<file path="config.mk">
export PLATFORM = sky130hd
export DESIGN_NAME = pll_phase_stepper
export DESIGN_NICKNAME = d
export VERILOG_FILES = /design/src/rtl/ddr3_pll_pkg.sv /design/src/rtl/phase_pos_tracker.sv /design/src/rtl/pll_phase_stepper.sv
export SDC_FILE = /design/constraint.sdc
export NUM_CORES = 1
export LEC_CHECK = 0
export ABC_AREA = 1
export CAP_MARGIN = 20
export CORE_ASPECT_RATIO = 1.2
export CORE_MARGIN = 3
export CORE_UTILIZATION = 40
export CTS_CLUSTER_SIZE = 20
export DETAILED_ROUTE_END_ITERATION = 8
export GPL_TIMING_DRIVEN = 0
export PLACE_DENSITY = 0.69
export SLEW_MARGIN = 20
export SYNTH_ARGS = -nofsm -noshare
export SYNTH_HDL_FRONTEND = slang
export SYNTH_HIERARCHICAL = 1
export SYNTH_SLANG_ARGS = --single-unit
export TNS_END_PERCENT = 30
</file>
<file path="constraint.sdc">
create_clock -name clk -period 1.73 [get_ports clk]
set_clock_uncertainty 0.15 [all_clocks]
set_input_delay 0.346 -clock clk [delete_from_list [all_inputs] [get_ports clk]]
set_output_delay 0.346 -clock clk [all_outputs]
set_load 0.005 [all_outputs]
</file>
<file path="src/rtl/ddr3_pll_pkg.sv">
// ddr3_pll_pkg: shared FSM states, PHASESEL/PHASEDIR encodings and helpers for PLL phase stepping.
package ddr3_pll_pkg;

    typedef enum logic [2:0] {IDLE, SETUP, PULSE, SETTLE, DONE} state_t;

    localparam logic [1:0] SEL_OP  = 2'd0;
    localparam logic [1:0] SEL_OS  = 2'd1;
    localparam logic [1:0] SEL_OS2 = 2'd2;
    localparam logic [1:0] SEL_OS3 = 2'd3;

    localparam logic DIR_DELAY = 1'b0;
    localparam logic DIR_LEAD  = 1'b1;

    function automatic int max3(input int a, input int b, input int c);
        return (a > b) ? ((a > c) ? a : c) : ((b > c) ? b : c);
    endfunction

endpackage

</file>
<file path="src/rtl/phase_pos_tracker.sv">
// phase_pos_tracker: per-output accumulated phase position, one counter per PLL output.
// Ports: clk/rst (sync active-high), step_i (one-cycle strobe as PHASESTEP falls),
//        sel_i (output being stepped), dir_i (DIR_DELAY adds, DIR_LEAD subtracts),
//        pos_o (four POS_W positions, wrapping modulo 2^POS_W).
module phase_pos_tracker
    import ddr3_pll_pkg::*;
#(
    parameter int POS_W = 3
) (
    input  logic                  clk,
    input  logic                  rst,
    input  logic                  step_i,
    input  logic [1:0]            sel_i,
    input  logic                  dir_i,
    output logic [3:0][POS_W-1:0] pos_o
);

    logic [3:0][POS_W-1:0] pos_q;

    always_ff @(posedge clk) begin
        if (rst)
            pos_q <= '0;
        else if (step_i)
            pos_q[sel_i] <= (dir_i == DIR_LEAD) ? pos_q[sel_i] - 1'b1 : pos_q[sel_i] + 1'b1;
    end

    assign pos_o = pos_q;

endmodule

</file>
<file path="src/rtl/pll_phase_stepper.sv">
// pll_phase_stepper: drives ECP5 EHXPLLL PHASESEL/PHASEDIR/PHASESTEP from valid/ready phase-shift requests.
// Ports: clk, rst (sync active-high), pll_lock (gates acceptance only),
//        req_valid/req_ready/req_sel/req_dir/req_cnt (request handshake),
//        done (one-cycle completion), busy, phasesel/phasedir/phasestep (to the PLL),
//        pos_op/pos_os/pos_os2/pos_os3 (accumulated positions, only with PLL_PHASE_POS_EN defined).
module pll_phase_stepper
    import ddr3_pll_pkg::*;
#(
    parameter int SETUP_CYC  = 4,
    parameter int PULSE_CYC  = 4,
    parameter int SETTLE_CYC = 8,
    parameter int CNT_W      = 8,
    parameter int POS_W      = 3
) (
    input  logic             clk,
    input  logic             rst,
    input  logic             pll_lock,
    input  logic             req_valid,
    output logic             req_ready,
    input  logic [1:0]       req_sel,
    input  logic             req_dir,
    input  logic [CNT_W-1:0] req_cnt,
    output logic             done,
    output logic             busy,
    output logic [1:0]       phasesel,
    output logic             phasedir,
    output logic             phasestep
`ifdef PLL_PHASE_POS_EN
    ,
    output logic [POS_W-1:0] pos_op,
    output logic [POS_W-1:0] pos_os,
    output logic [POS_W-1:0] pos_os2,
    output logic [POS_W-1:0] pos_os3
`endif
);

    localparam int CW = $clog2(max3(SETUP_CYC, PULSE_CYC, SETTLE_CYC)) + 1;

    state_t           state_q, state_d;
    logic [CW-1:0]    cyc_q, cyc_d;
    logic [CNT_W-1:0] cnt_q;
    logic [1:0]       sel_q;
    logic             dir_q;
    logic             fire;
    logic             last;

    assign fire = req_valid && req_ready;

    // last cycle of the timed phase currently held in state_q
    assign last = cyc_q == ((state_q == SETUP) ? CW'(SETUP_CYC - 1) :
                            (state_q == PULSE) ? CW'(PULSE_CYC - 1) : CW'(SETTLE_CYC - 1));

    always_ff @(posedge clk) begin
        if (rst) begin
            state_q <= IDLE;
            cyc_q   <= '0;
            cnt_q   <= '0;
            sel_q   <= '0;
            dir_q   <= '0;
        end else begin
            state_q <= state_d;
            cyc_q   <= cyc_d;
            if (fire) begin
                sel_q <= req_sel;
                dir_q <= req_dir;
                cnt_q <= req_cnt;
            end else if (state_q == SETTLE && last) begin
                cnt_q <= cnt_q - 1'b1;
            end
        end
    end

    always_comb begin
        state_d = state_q;
        case (state_q)
            IDLE:    state_d = fire ? ((req_cnt == '0) ? DONE : SETUP) : IDLE;
            SETUP:   state_d = last ? PULSE : SETUP;
            PULSE:   state_d = last ? SETTLE : PULSE;
            // later steps skip SETUP: sel/dir have been stable since the first one
            SETTLE:  state_d = last ? ((cnt_q == CNT_W'(1)) ? DONE : PULSE) : SETTLE;
            DONE:    state_d = IDLE;
            default: state_d = IDLE;
        endcase
        cyc_d = (state_d != state_q || state_q == IDLE) ? '0 : cyc_q + 1'b1;
    end

    always_comb begin
        req_ready = state_q == IDLE && pll_lock && !rst;
        busy      = state_q != IDLE;
        done      = state_q == DONE;
        phasestep = state_q == PULSE;
        phasesel  = sel_q;
        phasedir  = dir_q;
    end

`ifdef PLL_PHASE_POS_EN
    logic [3:0][POS_W-1:0] pos;

    phase_pos_tracker #(.POS_W(POS_W)) u_pos (
        .clk    (clk),
        .rst    (rst),
        .step_i (state_q == PULSE && last),
        .sel_i  (sel_q),
        .dir_i  (dir_q),
        .pos_o  (pos)
    );

    assign pos_op  = pos[SEL_OP];
    assign pos_os  = pos[SEL_OS];
    assign pos_os2 = pos[SEL_OS2];
    assign pos_os3 = pos[SEL_OS3];
`endif

endmodule

</file>
After elaboration in Yosys (flattened, before gate mapping)

Index checks and enable logic that the tools add are counted.

Mux-type cells: 11
Reduce and logical (&&, ||, !) cells: 11
Equal/unequal tests: 7
$add $sub $neg: 2

Operator list:

| cell                | number |
|---|---|
| $mux 3              | 6 |
| $mux 8              | 2 |
| $pmux 3 s4          | 1 |
| $eq 8x1->1 const B  | 1 |
| $logic_not 8->1     | 1 |
| $sub 8x1->8 const B | 1 |
| $eq 3x2->1 const B  | 2 |
| $add 4x1->4 const B | 1 |
| $eq 4x3->1          | 1 |
| $logic_and 1x1->1   | 4 |
| $eq 3x1->1 const B  | 1 |
| $eq 3x3->1 const B  | 1 |
| $logic_not 3->1     | 1 |
| $ne 3x3->1          | 1 |
| $reduce_bool 3->1   | 1 |
| $mux 2              | 1 |
| $reduce_bool 2->1   | 1 |
| $reduce_or 2->1     | 1 |
| $logic_not 1->1     | 1 |
| $logic_or 1x1->1    | 1 |
| $mux 1              | 1 |

Register bits: 18

Logic depth before layout (Yosys ltp)

Gate-level depths: netlist (run 1).

Depth after elaboration: 9
Depth in mapped cells: 11
Mapped depth without buffers: 11

Worst setup path after synthesis (run 1)

Ideal clock, no wire load.

Kind: register -> register
Start: register cyc_q[0]
End: register cnt_q[3]
Clock period less this slack: 1575 ps
Stages on the path, launching flop included: 9
Setup slack: 155 ps
Data arrival time: 1308 ps
Required time: 1463 ps
Buffers on the path: 0
Path through: dfxtp_1 ha_1 inv_1 nor2_1 nand3_4 nor2_4 nand3_1 a21oi_1 nor2_1

Longest elaborated chain between the ends: 3

Ends and longest elaborated chain:

| what                               | line                    | RTL |
|---|---|---|
| from (decl)                        | pll_phase_stepper.sv:40 | `logic [CW-1:0] cyc_q, cyc_d;` |
| from (signal assigned)             | pll_phase_stepper.sv:62 | `cyc_q <= cyc_d;` |
| $eq 4x3->1                         | pll_phase_stepper.sv:50 | `assign last = cyc_q == ((state_q == SETUP) ? CW'(SETUP_CYC - 1) :` |
| $logic_and 1x1->1                  | pll_phase_stepper.sv:67 | `end else if (state_q == SETTLE && last) begin` |
| $reduce_bool 2->1 (no source line) | -                       |  |
| to (signal assigned)               | pll_phase_stepper.sv:66 | `cnt_q <= req_cnt;` |
| to (signal assigned)               | pll_phase_stepper.sv:68 | `cnt_q <= cnt_q - 1'b1;` |
| to (decl)                          | pll_phase_stepper.sv:41 | `logic [CNT_W-1:0] cnt_q;` |

Every way passes these cells.
A chain may end at the register's enable or synchronous reset.

Worst setup path after layout (run 1)

Start: register state_q[0]
End: register cnt_q[1]

Longest elaborated chain between the ends: 6

Ends and longest elaborated chain:

| what                               | line                    | RTL |
|---|---|---|
| from (decl)                        | pll_phase_stepper.sv:39 | `state_t state_q, state_d;` |
| from (signal assigned)             | pll_phase_stepper.sv:61 | `state_q <= state_d;` |
| $eq 3x2->1                         | pll_phase_stepper.sv:51 | `(state_q == PULSE) ? CW'(PULSE_CYC - 1) : CW'(SETTLE_CYC - 1));` |
| $mux 3                             | pll_phase_stepper.sv:51 |  |
| $mux 3                             | pll_phase_stepper.sv:50 |  |
| $eq 4x3->1                         | pll_phase_stepper.sv:50 |  |
| $logic_and 1x1->1                  | pll_phase_stepper.sv:67 |  |
| $reduce_bool 2->1 (no source line) | -                       |  |

Parallel ways exist; a longest one is shown, timed or not.

==> flow_metrics.tcl, run 1 <==
set metrics [dict create \
    first_pass_iters 4 \
    cp_slowest_stage_delay_ns 0.38 \
    cp_cell_sequence "buf_12 -> nor2_4 -> nand2_2 -> nor2_4 -> buf_4 -> nand2_4 -> inv_2 -> buf_8 -> nor2_4 -> o21ai_1 -> a21oi_2" \
    pwr-share-comb 0.225 \
    synth_top_flop_cell "dfxtp_1" \
    synth_top_area_cell "dfxtp_1" \
    critical_path_arrival_ns 1.75 \
    dieArea_sq_mm 0.00349 \
    finalSetupTns_ns 0 \
    grt_overflow 0 \
    fillCellCount 256 \
    rr_startpoint "state_q[0]" \
    ys_seq_area_frac 0.320 \
    grt_usage 0.165 \
    p_int_mw 0.653 \
    cp-start-kind "flop" \
    drc 0 \
    avgSynthCellArea_sq_um 6.83 \
    final_cells 227 \
    clock_path_buffers 2 \
    swShare 0.275 \
    synth_edf_count 0 \
    place_congestion 0.887 \
    critPathCapture "cnt_q[1]" \
    r2r_cells 11 \
    crit_top_cell "nor2_4" \
    post_drt_wl_per_cell_microns 11.9 \
    start_util 0.433 \
    grt_max_degree 11 \
    setup_viol_count_final 0 \
    die_h_microns 64.2 \
    irDropWorstVdd_mv 0.541 \
    cts_buffers 3 \
    min_from "cyc_q[0]" \
    p_switching_mw 0.247 \
    cp-end-kind "flop" \
    synth-seq-cells 18 \
    cts_root_buffer "clkbuf_4" \
    synth_top_cell_area_share 0.320 \
    min_period_over_period 0.985 \
    timing.fmax_ghz 0.587 \
    drv_slew 0 \
    coreArea_sq_mm 0.00260 \
    path_class "reg2reg" \
    timing.rr.end "cnt_q[1]" \
    wirelength_microns 2700 \
    port_buffers 21 \
    synth_most_common_cell "nor2_1" \
    synthDistinctLibCells 25 \
    crit_path_start "state_q[0]" \
    grt_setup_unrepaired "yes" \
    cts.htree.levels 1 \
    final-seq-area_sq_um 370 \
    crit_slowest_cell "dfxtp_4" \
    clk_pin_slew_ns 0.11 \
    cts_hold_buf 0 \
    die_w_microns 54.5 \
    area_delta_synth_final_pct 34.6 \
    yosysWarnings 6 \
    post-route-util 0.583 \
    multi_input_area_sq_um 704 \
    p_leak_nw 0.641 \
    drive_gt1_frac 0.263 \
    dp_cells 219 \
    p_clk_frac 0.288 \
    synth_area_leaders "dfxtp_1 32%, nor2_1 10%, nand2_1 9.3%, inv_1 6.3%, o21ai_0 4.4%" \
    hold_viol 0 \
    cts_tree "done" \
    clk_latency_ns 0.29 \
    cap_violations 0 \
    syn_area_sq_mm 0.00113 \
    status "finished clean" \
    antenna_found_initial 0 \
    rows 20 \
    r2r_slack_ns 0.03 \
    n_antenna_cell 0 \
    syn_inst 165 \
    crit_required_ns 1.78 \
    ys_async_sr_fraction 0 \
    power_density_mw_per_mm2 593 \
    synth_commonest_cells "30 x nor2_1, 28 x nand2_1, 19 x inv_1, 18 x dfxtp_1, 10 x o21ai_0" \
    vias 1190 \
    hp-class "reg2reg" \
    relSlewSlack 0.832 \
    worstMarginPinSlew_ns 0.252 \
    critPathMaxFanout 10 \
    ant_nets 0 \
    syn_nets 183 \
    grt_pass1_vias 1045 \
    final_nets 213 \
    ios 22 \
    cts.sink_count 18 \
    drt_iter0_drc 52 \
    hpwl_microns 2020 \
    seq_power_share 0.487 \
    viasPerCell 5.24 \
    grt_pass1_wl_microns 4400 \
    period_needed_ns 1.70 \
]
==> repair_timing <==
item                       in CTS  in global routing
hold endpoints to repair        0                  0
buffers inserted                2                  2
setup endpoints to repair      14                 11
resized for setup              23                 16
pin swaps                       1                  7
==> cell families (layout without fill, tap and decap cells) <==
kind of cell / after synthesis / after routing / share of synthesized area
buffers and inverters: 27 / 56 / 0.103
XOR/XNOR: 3 / 3 / 0.0233
AND/OR/NAND/NOR: 84 / 84 / 0.371
adder cells (fa/ha/maj): 3 / 3 / 0.0333
flip-flops: 18 / 18 / 0.320
AO/OA/AOI/OAI: 30 / 30 / 0.150
==> power groups by stage <==
stage / Sequential [mW] / Clock [mW] / Combinational (mW)
final: 0.439 / 0.259 / 0.202
after global routing: 0.441 / 0.282 / 0.227
after CTS: 0.439 / 0.266 / 0.196
after detailed placement: 0.450 / 0 / 0.185
after global placement: 0.449 / 0 / 0.181
after floorplan: 0.448 / 0 / 0.116
==> sequential cells by signal, summed over array words and instances, names as in the netlist <==
signal	flops
cyc_q	4
cnt_q	8
phasedir	1
state_q	3
phasesel	2
==> layer usage <==
layer,part of all wire,track usage
met5,0,0
met1,0.39,0.193
met4,0.024,0.0467
met2,0.53,0.299
met3,0.054,0.0210
==> stage by stage <==
| stage | hold WS (ns) | total power, mW | setup slack [ns] | area (sq um) |
|---|---|---|---|---|
| finish | 0.271 | 0.901 | 0.0251 | 1520 |
| global placement | 0.283 | 0.630 | -0.535 | 1380 |
| floorplan | 0.265 | 0.563 | 0.155 | 1130 |
| detailed placement | 0.295 | 0.635 | -0.543 | 1380 |
| global route | 0.292 | 0.950 | -0.0816 | 1520 |
| CTS | 0.309 | 0.901 | -0.0880 | 1470 |
==> worst max-delay path: cells and delay by family (launching register included) <==
family | cells | cell delay [ns]
DFF | 1 | 0.38
buffers and inverters | 4 | 0.46
and+or+nand+nor | 5 | 0.41
AOI/OAI and AO/OA | 2 | 0.21
==> worst min path at each step <==
| stage | endpoint | cells after the start | slack [ns] |
|---|---|---|---|
| floorplan | cnt_q[6] | 1 | 0.27 |
| CTS | cyc_q[0] | 1 | 0.31 |
| finish | cyc_q[0] | 1 | 0.27 |
| global placement | cyc_q[0] | 1 | 0.28 |
| global route | cyc_q[0] | 1 | 0.29 |
| detailed placement | cyc_q[0] | 1 | 0.29 |
==> cell type report <==
cell class	instances	share of cell area
multi-input combinational	120	0.464
sequential	18	0.244
timing repair buffer	25	0.158
inverter	25	0.0651
clock buffer	4	0.0239
tap	33	0.0272
buffer	2	0.0173
==> layout by cell type, fill, tap and decap left out, types with 3 or more instances in the layout <==
master / netlist / final
a21oi_1: 8 / 7
a21oi_2: 2 / 3
a31oi_1: 3 / 3
clkbuf_4: 0 / 3
clkdlybuf4s50_1: 0 / 16
dfxtp_1: 18 / 14
inv_1: 19 / 18
inv_2: 6 / 5
nand2_1: 28 / 25
nand2_2: 3 / 6
nand3_1: 9 / 8
nand3_2: 4 / 3
nand3_4: 1 / 3
nor2_1: 30 / 26
nor2_4: 3 / 5
o21ai_0: 10 / 10
o21ai_1: 5 / 5
Note: power is estimated with default switching activity, not from simulation.
==> run 2: changes to the inputs <==
--- a/config.mk
+++ b/config.mk
@@ -8,7 +8,6 @@
 export ABC_AREA = 1
 export CAP_MARGIN = 20
 export CORE_ASPECT_RATIO = 1.2
-export CORE_MARGIN = 3
 export CORE_UTILIZATION = 40
 export CTS_CLUSTER_SIZE = 20
 export DETAILED_ROUTE_END_ITERATION = 8
==> run 2 against run 1 <==
Against the previous run: count of clock-buffer cells in the layout unchanged; design area down 1.4%; via count down 5.0%; sequential power about the same; critical endpoint is now cnt_q[3]; largest power group unchanged; worst setup slack better by 0.039 ns.
==> flow_metrics.tcl, run 2 (synthesis gave the netlist of run 1 again) <==
set metrics [dict create \
    status "finished clean" \
    hp-class "reg2reg" \
    min_from "cyc_q[0]" \
    relSlewSlack 0.823 \
    period_needed_ns 1.67 \
    drive_gt1_frac 0.251 \
    ant_nets 0 \
    top_regs "cnt_q x8, cyc_q x4, state_q x3" \
    cts_hold_buf 0 \
    timing.rr.end "cnt_q[3]" \
    cts_tree "done" \
    cap_violations 0 \
    grt_pass1_wl_microns 4330 \
    area_delta_synth_final_pct 32.7 \
    cp-start-kind "flop" \
    setup_viol_count_final 0 \
    worstMarginPinSlew_ns 0.265 \
    critPathMaxFanout 6 \
    critical_path_arrival_ns 1.71 \
    min_period_over_period 0.963 \
    n_antenna_cell 0 \
    layout_commonest_cell "nand2_1" \
    dieArea_sq_mm 0.00304 \
    final_cells 228 \
    hold_depth 1 \
    first_pass_iters 4 \
    layout_common_cells "26 x nand2_1, 25 x nor2_1, 18 x inv_1, 16 x clkdlybuf4s50_1, 14 x dfxtp_1" \
    die_w_microns 50.5 \
    cts.htree.levels 1 \
    post_drt_wl_per_cell_microns 10.8 \
    clock_path_buffers 2 \
    rr_startpoint "state_q[0]" \
    cts_buffers 3 \
    place_congestion 0.880 \
    wirelength_microns 2460 \
    port_buffers 21 \
    start_util 0.433 \
    cts.sink_count 18 \
    largest_register "cnt_q" \
    final_nets 214 \
    cts_root_buffer "clkbuf_4" \
    whs_ns 0.278 \
    grt_usage 0.188 \
    dp_cells 219 \
    hold_viol 0 \
    drt_iter0_drc 30 \
    finalSetupTns_ns 0 \
    fillCellCount 261 \
    clk_pin_slew_ns 0.10 \
    grt_setup_unrepaired "yes" \
    cp-end-kind "flop" \
    path_class "reg2reg" \
    grt_overflow 0 \
    ios 22 \
    grt_pass1_vias 1041 \
    coreArea_sq_mm 0.00260 \
    vias 1130 \
    antenna_found_initial 0 \
    whs_endpoint "cyc_q[0]" \
    drv_slew 0 \
    r2r_cells 9 \
    viasPerCell 4.96 \
    grt_max_degree 11 \
    rows 20 \
    r2r_slack_ns 0.06 \
    dpl_cell_area_sq_mm 0.00138 \
    hpwl_microns 1870 \
    largest_reg_flops 8 \
    power_density_mw_per_mm2 599 \
    irDropWorstVdd_mv 0.334 \
    crit_required_ns 1.78 \
    p_leak_nw 0.644 \
    die_h_microns 60.2 \
    timing.fmax_ghz 0.600 \
    clk_latency_ns 0.29 \
    stdcell_area_sq_mm 0.00150 \
    drc 0 \
]
run 2: how the worst max path moves through the flow:
stage	startpoint	end	slack (ns)	cells after the start
finish	state_q[0]	cnt_q[3]	0.06	9
global route	state_q[0]	cnt_q[7]	-0.07	11
CTS	state_q[0]	req_ready	-0.12	5
detailed placement	rst	req_ready	-0.55	5
global placement	rst	req_ready	-0.54	5
floorplan	cyc_q[0]	cnt_q[3]	0.16	8
run 2: report_power, final:
part | switching (mW) | internal, mW | total, mW
combinational | 0.101 | 0.0967 | 0.198
clock | 0.131 | 0.128 | 0.260
sequential | 0.0104 | 0.429 | 0.439
total | 0.243 | 0.654 | 0.897
run 2: what timing repair did:
item	in CTS	in global routing
buffers inserted	1	4
gates cloned	0	0
resized for setup	19	12
setup endpoints to repair	15	13
pin swaps	0	8
hold endpoints to repair	0	0
run 2: metal layers:
metal | GRT usage | up-vias | share of wire
met2 | 0.341 | 27 | 0.50
met3 | 0.0229 | 4 | 0.034
met1 | 0.221 | 500 | 0.45
li1 | - | 599 | -
met4 | 0.0833 | 0 | 0.012
met5 | 0 | - | 0
run 2: area by class of cell:
type	count	area, sq um	area share
multi-input combinational	120	686	0.458
tap	33	41.3	0.0276
clock buffer	4	36.3	0.0242
inverter	25	98.8	0.0661
buffer	2	22.5	0.0151
sequential	18	368	0.246
timing repair buffer	26	244	0.163
run 2: stage by stage:
stage / power (mW) / worst slack, ns / utilization
4_1_cts: 0.898 / -0.120 / 0.560
3_3_place_gp: 0.630 / -0.540 / 0.530
2_1_floorplan: 0.563 / 0.155 / -
6_report: 0.897 / 0.0640 / 0.575
5_1_grt: 0.949 / -0.0735 / 0.575
3_5_place_dp: 0.634 / -0.550 / 0.530
run 2: critical path: stages (launching register included):
cell and delay [ns]:
dfxtp_4 0.36, buf_4 0.14, inv_4 0.07, nand3_4 0.09, nand3_2 0.12, nand3_4 0.12
nor2_4 0.22, nand3_1 0.09, a21oi_1 0.15, nor2_1 0.05
==> run 3: changes to the inputs <==
--- a/config.mk
+++ b/config.mk
@@ -9,9 +9,11 @@
 export CAP_MARGIN = 20
 export CORE_ASPECT_RATIO = 1.2
 export CORE_UTILIZATION = 40
+export CTS_CLUSTER_DIAMETER = 100
 export CTS_CLUSTER_SIZE = 20
 export DETAILED_ROUTE_END_ITERATION = 8
 export GPL_TIMING_DRIVEN = 0
+export HOLD_SLACK_MARGIN = 0.03
 export PLACE_DENSITY = 0.69
 export SLEW_MARGIN = 20
 export SYNTH_ARGS = -nofsm -noshare
==> results of run 3 <==
Same layout as run 2: the final DEF is identical, and so are final timing and power.
